--- src/rtl/fetch_queue_ctrl.sv ---
// Instruction fetch queue: 8-entry circular buffer filled up to four words per
// cycle from a combinational imem, drained by issue, with redirect and end-of-memory halt.
module fetch_queue_ctrl #(
  parameter logic [31:0] RESET_PC  = 32'h0000_0000,
  parameter int unsigned MEM_WORDS = 20
) (
  input  logic        clk,
  input  logic        reset,
  output logic [31:0] imem_a,
  input  logic [31:0] imem_rd0,
  input  logic [31:0] imem_rd1,
  input  logic [31:0] imem_rd2,
  input  logic [31:0] imem_rd3,
  input  logic        redirect,
  input  logic [31:0] redirect_pc,
  input  logic [2:0]  deq_cnt,
  output logic [31:0] instr0,
  output logic [31:0] instr1,
  output logic [31:0] instr2,
  output logic [31:0] instr3,
  output logic [3:0]  out_valid,
  output logic [31:0] head_pc,
  output logic [3:0]  q_count,
  output logic        halted
);

  typedef enum logic {RUN = 1'b0, HALT = 1'b1} state_e;

  localparam logic [31:0] MEM_WORDS_W = 32'(MEM_WORDS);
  localparam logic [31:0] RESET_PC_AL = RESET_PC & ~32'h3;
  localparam state_e      RESET_STATE =
    ({2'b00, RESET_PC_AL[31:2]} >= MEM_WORDS_W) ? HALT : RUN;

  state_e      state_q, state_d;
  logic [31:0] queue_q [8];
  logic [2:0]  head_q, head_d, tail_q, tail_d;
  logic [3:0]  count_q, count_d;
  logic [31:0] fetch_pc_q, fetch_pc_d, head_pc_q, head_pc_d;
  logic [2:0]  deq_w, fetch_w;
  logic [3:0]  free_w;
  logic [31:0] fetch_word_w, left_w;
  logic [31:0] redirect_pc_al;
  logic [31:0] rd_w [4];
  logic [31:0] instr_w [4];
  logic        unused_redirect_lsbs;

  assign redirect_pc_al       = {redirect_pc[31:2], 2'b00};
  assign unused_redirect_lsbs = ^redirect_pc[1:0];
  assign rd_w[0] = imem_rd0;
  assign rd_w[1] = imem_rd1;
  assign rd_w[2] = imem_rd2;
  assign rd_w[3] = imem_rd3;

  // Dequeue and fetch amounts; a redirect cancels both.
  always_comb begin
    deq_w        = 3'd0;
    fetch_w      = 3'd4;
    fetch_word_w = {2'b00, fetch_pc_q[31:2]};
    left_w       = (fetch_word_w >= MEM_WORDS_W) ? 32'd0 : MEM_WORDS_W - fetch_word_w;
    if (deq_cnt <= 3'd4)
      deq_w = ({1'b0, deq_cnt} > count_q) ? count_q[2:0] : deq_cnt;
    free_w = 4'd8 - count_q + {1'b0, deq_w};
    if (free_w < {1'b0, fetch_w}) fetch_w = free_w[2:0];
    if (left_w < {29'd0, fetch_w}) fetch_w = left_w[2:0];
    if (state_q == HALT) fetch_w = 3'd0;
    if (redirect) begin
      deq_w   = 3'd0;
      fetch_w = 3'd0;
    end
  end

  always_comb begin
    head_d     = head_q + deq_w;
    tail_d     = tail_q + fetch_w;
    count_d    = count_q - {1'b0, deq_w} + {1'b0, fetch_w};
    fetch_pc_d = fetch_pc_q + {27'd0, fetch_w, 2'b00};
    head_pc_d  = head_pc_q + {27'd0, deq_w, 2'b00};
    if (redirect) begin
      head_d     = tail_q;
      tail_d     = tail_q;
      count_d    = 4'd0;
      fetch_pc_d = redirect_pc_al;
      head_pc_d  = redirect_pc_al;
    end
  end

  // FSM: state register, next state, output.
  always_ff @(posedge clk) begin
    if (reset) state_q <= RESET_STATE;
    else       state_q <= state_d;
  end

  always_comb begin
    state_d = state_q;
    if (redirect)
      state_d = ({2'b00, redirect_pc[31:2]} < MEM_WORDS_W) ? RUN : HALT;
    else if (state_q == RUN && {2'b00, fetch_pc_d[31:2]} >= MEM_WORDS_W)
      state_d = HALT;
  end

  always_comb begin
    halted = (state_q == HALT);
  end

  always_ff @(posedge clk) begin
    if (reset) begin
      head_q     <= 3'd0;
      tail_q     <= 3'd0;
      count_q    <= 4'd0;
      fetch_pc_q <= RESET_PC_AL;
      head_pc_q  <= RESET_PC_AL;
    end else begin
      head_q     <= head_d;
      tail_q     <= tail_d;
      count_q    <= count_d;
      fetch_pc_q <= fetch_pc_d;
      head_pc_q  <= head_pc_d;
    end
  end

  // Storage needs no reset; validity is carried entirely by count_q.
  always_ff @(posedge clk) begin
    if (!reset) begin
      for (int i = 0; i < 4; i++) begin
        if (3'(i) < fetch_w) queue_q[tail_q + 3'(i)] <= rd_w[i];
      end
    end
  end

  for (genvar gi = 0; gi < 4; gi++) begin : g_out
    assign instr_w[gi]   = queue_q[head_q + 3'(gi)];
    assign out_valid[gi] = (count_q > 4'(gi));
  end

  assign instr0  = instr_w[0];
  assign instr1  = instr_w[1];
  assign instr2  = instr_w[2];
  assign instr3  = instr_w[3];
  assign imem_a  = fetch_pc_q;
  assign head_pc = head_pc_q;
  assign q_count = count_q;

endmodule

--- config.mk ---
export PLATFORM = sky130hd
export DESIGN_NAME = fetch_queue_ctrl
export DESIGN_NICKNAME = d
export VERILOG_FILES = /design/src/rtl/fetch_queue_ctrl.sv
export SDC_FILE = /design/constraint.sdc
export NUM_CORES = 2
export LEC_CHECK = 0
export BUFFER_PORTS_ARGS = -buffer_cell sky130_fd_sc_hd__buf_2
export CORE_MARGIN = 3
export CORE_UTILIZATION = 30
export DETAILED_ROUTE_END_ITERATION = 10
export GPL_TIMING_DRIVEN = 0
export SLEW_MARGIN = 20
export SYNTH_ARGS = -nofsm -noshare
export SYNTH_HDL_FRONTEND = slang
export SYNTH_SLANG_ARGS = --single-unit
--- constraint.sdc ---
create_clock -name clk -period 19.8 [get_ports clk]
set_clock_uncertainty 0.05 [all_clocks]
set_input_delay 0.99 -clock clk [delete_from_list [all_inputs] [get_ports clk]]
set_output_delay 0.99 -clock clk [all_outputs]
set_load 0.01 [all_outputs]
==> run summary <==
Worst EP arrival: 9990 ps
slew at the pin closest to its max-slew limit: 1311 ps
global route overflow: 0
most frequent cells in the layout: 329 x sky130_fd_sc_hd__buf_2, 256 x sky130_fd_sc_hd__edfxtp_1, 227 x sky130_fd_sc_hd__o21ai_0, 213 x sky130_fd_sc_hd__clkbuf_1, 193 x sky130_fd_sc_hd__mux2_2
Num CTS Buffers: 40
clock tree buffer depth: 3
Worst Hold Endpoint: head_pc[11]
routed wire length per instance: 33.31 um
Final setup viols: 0
RSZ-0062 raised after global routing: no
maximum resistive drop on vdd: 0.05235 mV
number of different library cells in the post-synthesis netlist: 71
Maximum Capacitance Violations: 0
outcome: finished clean
instance count of the mapped netlist: 2617
switching power: 0.8497 mW
Max Slew Vio Count: 0
per-instance average area after synthesis: 9.800 um^2
row cnt: 106
IO Count: 367
maximum number of pins on one net before global-route repair: 17
Layout area overhead: 19.15%
latest clock arrival within the worst-skew pair: 580 ps
drt via density: 6.574
type of the tightest min-delay check: reg -> reg
relative contribution of combinational cells to total power: 33.7%
Worst Setup End Kind: register
1st-iter DRT viols: 4856
vias in the first global route: 26340
first-pass iteration count of the detailed router: 8
maximum clock frequency: 0.1041 GHz
clock transition at the registers of the reported paths: 60 ps
Max-slew headroom: 11.70%
capturing point of the worst reg2reg path: halted
post-cts resize count: 0
#FFs+latches synth: 327
DRC violation count after routing: 0
Worst Min Path Start: head_pc[11]
H-tree level count: 2
time the worst path needs with I/O delays and setup: 9603 ps
fraction of power spent switching nets: 35.71%
port buffer count: 306
clock network fraction of design power: 33.0%
post-layout net count: 3194
height of the die: 298.4 um
crit path max fanout: 10
power per unit of standard cell area: 77.86 nW/um^2
post-synthesis instance area: 25650 um^2
register-to-register path setup slack: 10200 ps
number of post-CTS setup repair buffers: 0
hold-fix buffers at CTS: 0
ratio of cells with drive above 1 in the final layout: 26.32%
overall power: 2.379 mW
share of flip-flops with an asynchronous set or reset: 0%
TNS Setup: 0 ps
crit path launch type: register
Internal Pwr Total: 1.530 mW
Die W: 298.4 um
worst hold path stage count: 2
sum of net half-perimeters after detailed placement: 99.63 mm
All-Layer GR Usage: 29.77%
leakage power of the design: 10.28 nW
via total after detailed routing: 27430
primary flip-flop cell chosen by synthesis mapping: sky130_fd_sc_hd__edfxtp_1
area enclosed by the die boundary: 89030 um^2
FF-to-FF path depth: 36
post-route ant nets: 0
start-to-end type of the worst setup path: reg -> reg
starting density of the core: 30.45%
fraction of the yosys area taken by sequential cells: 35.52%
overall routed net length: 139.0 mm
most common cell after layout, fill and taps aside: sky130_fd_sc_hd__buf_2
number of enable flip-flop cells after synthesis: 256
endpoint required time on the critical path: 20190 ps
Num Clock Sinks: 327
first-pass GRT wire length: 193.3 mm
worst-path cell with the longest stage delay: sky130_fd_sc_hd__a31oi_1
Seq pwr share: 33.4%
total count of hold-check failures in the final report: 0
post-route fraction of the period consumed by the critical path: 48.50%
placeable core region: 84220 um^2
synth warn: 0
initial antenna violation count: 23
worst reg2reg path startpoint: q_count[1]
TritonCTS clock tree: built
final RePlAce weighted congestion: 1.017
peak per-stage delay on the critical path: 700 ps
CTS root buffer: sky130_fd_sc_hd__clkbuf_16
-- synthesized netlist by cell type, types with 34 or more instances --
library cell	instances	area share [%]
sky130_fd_sc_hd__a21oi_1	161	3.1
sky130_fd_sc_hd__inv_1	47	0.69
sky130_fd_sc_hd__nand2_1	134	2.0
sky130_fd_sc_hd__mux2_2	193	8.5
sky130_fd_sc_hd__buf_1	42	0.61
sky130_fd_sc_hd__a22oi_1	97	2.8
sky130_fd_sc_hd__clkbuf_1	217	3.2
sky130_fd_sc_hd__dfxtp_1	71	5.5
sky130_fd_sc_hd__edfxtp_1	256	30
sky130_fd_sc_hd__o22ai_1	155	3.8
sky130_fd_sc_hd__o2bb2ai_1	89	3.0
sky130_fd_sc_hd__nor2_1	115	1.7
sky130_fd_sc_hd__mux4_2	96	8.4
sky130_fd_sc_hd__mux2i_1	38	1.5
sky130_fd_sc_hd__o21ai_0	232	4.5
sky130_fd_sc_hd__o21ai_1	42	0.82
sky130_fd_sc_hd__xor2_1	34	1.2
sky130_fd_sc_hd__a221oi_1	159	5.4
sky130_fd_sc_hd__nor2b_1	42	1.0
-- registers in the layout (all words and copies together), names as in the netlist --
name and cells:
halted 1, q_count 4, imem_a 30, queue_q 256, head_q 3, head_pc 30
tail_q 3
-- critical path: cells and delay by family, from the launching register on --
family                   cells  cell delay (ps)
adder cells (fa/ha/maj)      6             1890
flip-flops                   1              480
AND/OR/NAND/NOR             12             2910
AO/OA/AOI/OAI               11             2870
buffers and inverters        5              840
XOR/XNOR                     1              160
multiplexers                 1              270
-- worst max path at each step --
| stage | start | to | slack (ps) | cells after the start |
|---|---|---|---|---|
| after floorplan | deq_cnt[1] | queue_q[1][0] | 10680 | 25 |
| after global placement | deq_cnt[1] | queue_q[3][13] | 6150 | 26 |
| after detailed placement | deq_cnt[1] | halted | 9930 | 36 |
| after CTS | q_count[1] | halted | 10300 | 36 |
| after global routing | q_count[1] | halted | 9440 | 36 |
| final | q_count[1] | halted | 10200 | 36 |
-- through the flow --
step | setup slack (ps) | utilization, % | hold WS, ps | area [um^2] | std cells
CTS | 10300 | 36.21 | 497.6 | 30500 | 4157
finish | 10200 | 36.28 | 504.3 | 30560 | 4172
global route | 9443 | 36.27 | 530.8 | 30540 | 4166
floorplan | 10680 | - | 488.9 | 25660 | 2620
detailed placement | 9931 | 34.63 | 493.8 | 29160 | 4086
global placement | 6145 | 33.97 | 486.9 | 28610 | 4060
-- power groups by stage --
stage               Clock [mW]  Combinational [mW]  Sequential (mW)
global placement             0               0.764            0.811
finish                   0.784               0.801            0.794
global route             0.804               0.846            0.796
CTS                      0.780               0.784            0.794
detailed placement           0               0.779            0.808
floorplan                    0               0.464            0.806
-- routing by layer --
metal,vias up,global-route usage (%),wire (um)
li1,11120,-,-
met2,2510,44.42,58390
met3,614,11.86,20470
met5,-,0.8658,161
met1,13170,36.48,49810
met4,12,16.64,10130
-- layout make-up --
type / instances / area (um^2)
well taps: 1134 / 1419
repair buffers: 333 / 1973
clock inverters: 24 / 287.8
multi-input cells: 1914 / 15100
fillers: 8607 / 53660
clock buffers: 47 / 1047
flip-flops and latches: 327 / 9109
inverters: 48 / 180.2
diodes: 14 / 35.03
plain buffers: 331 / 1404
-- cells by family after synthesis --
family	after synthesis	synth area share (%)
muxes	327	18.39
AOI/OAI and AO/OA	1053	27.71
and+or+nand+nor	430	8.137
adders and majority gates	33	1.844
DFF	327	35.52
buffers and inverters	379	6.108
other	1	0.01462
xor gates and xnor gates	67	2.288
(Power assumes the default switching activity.)
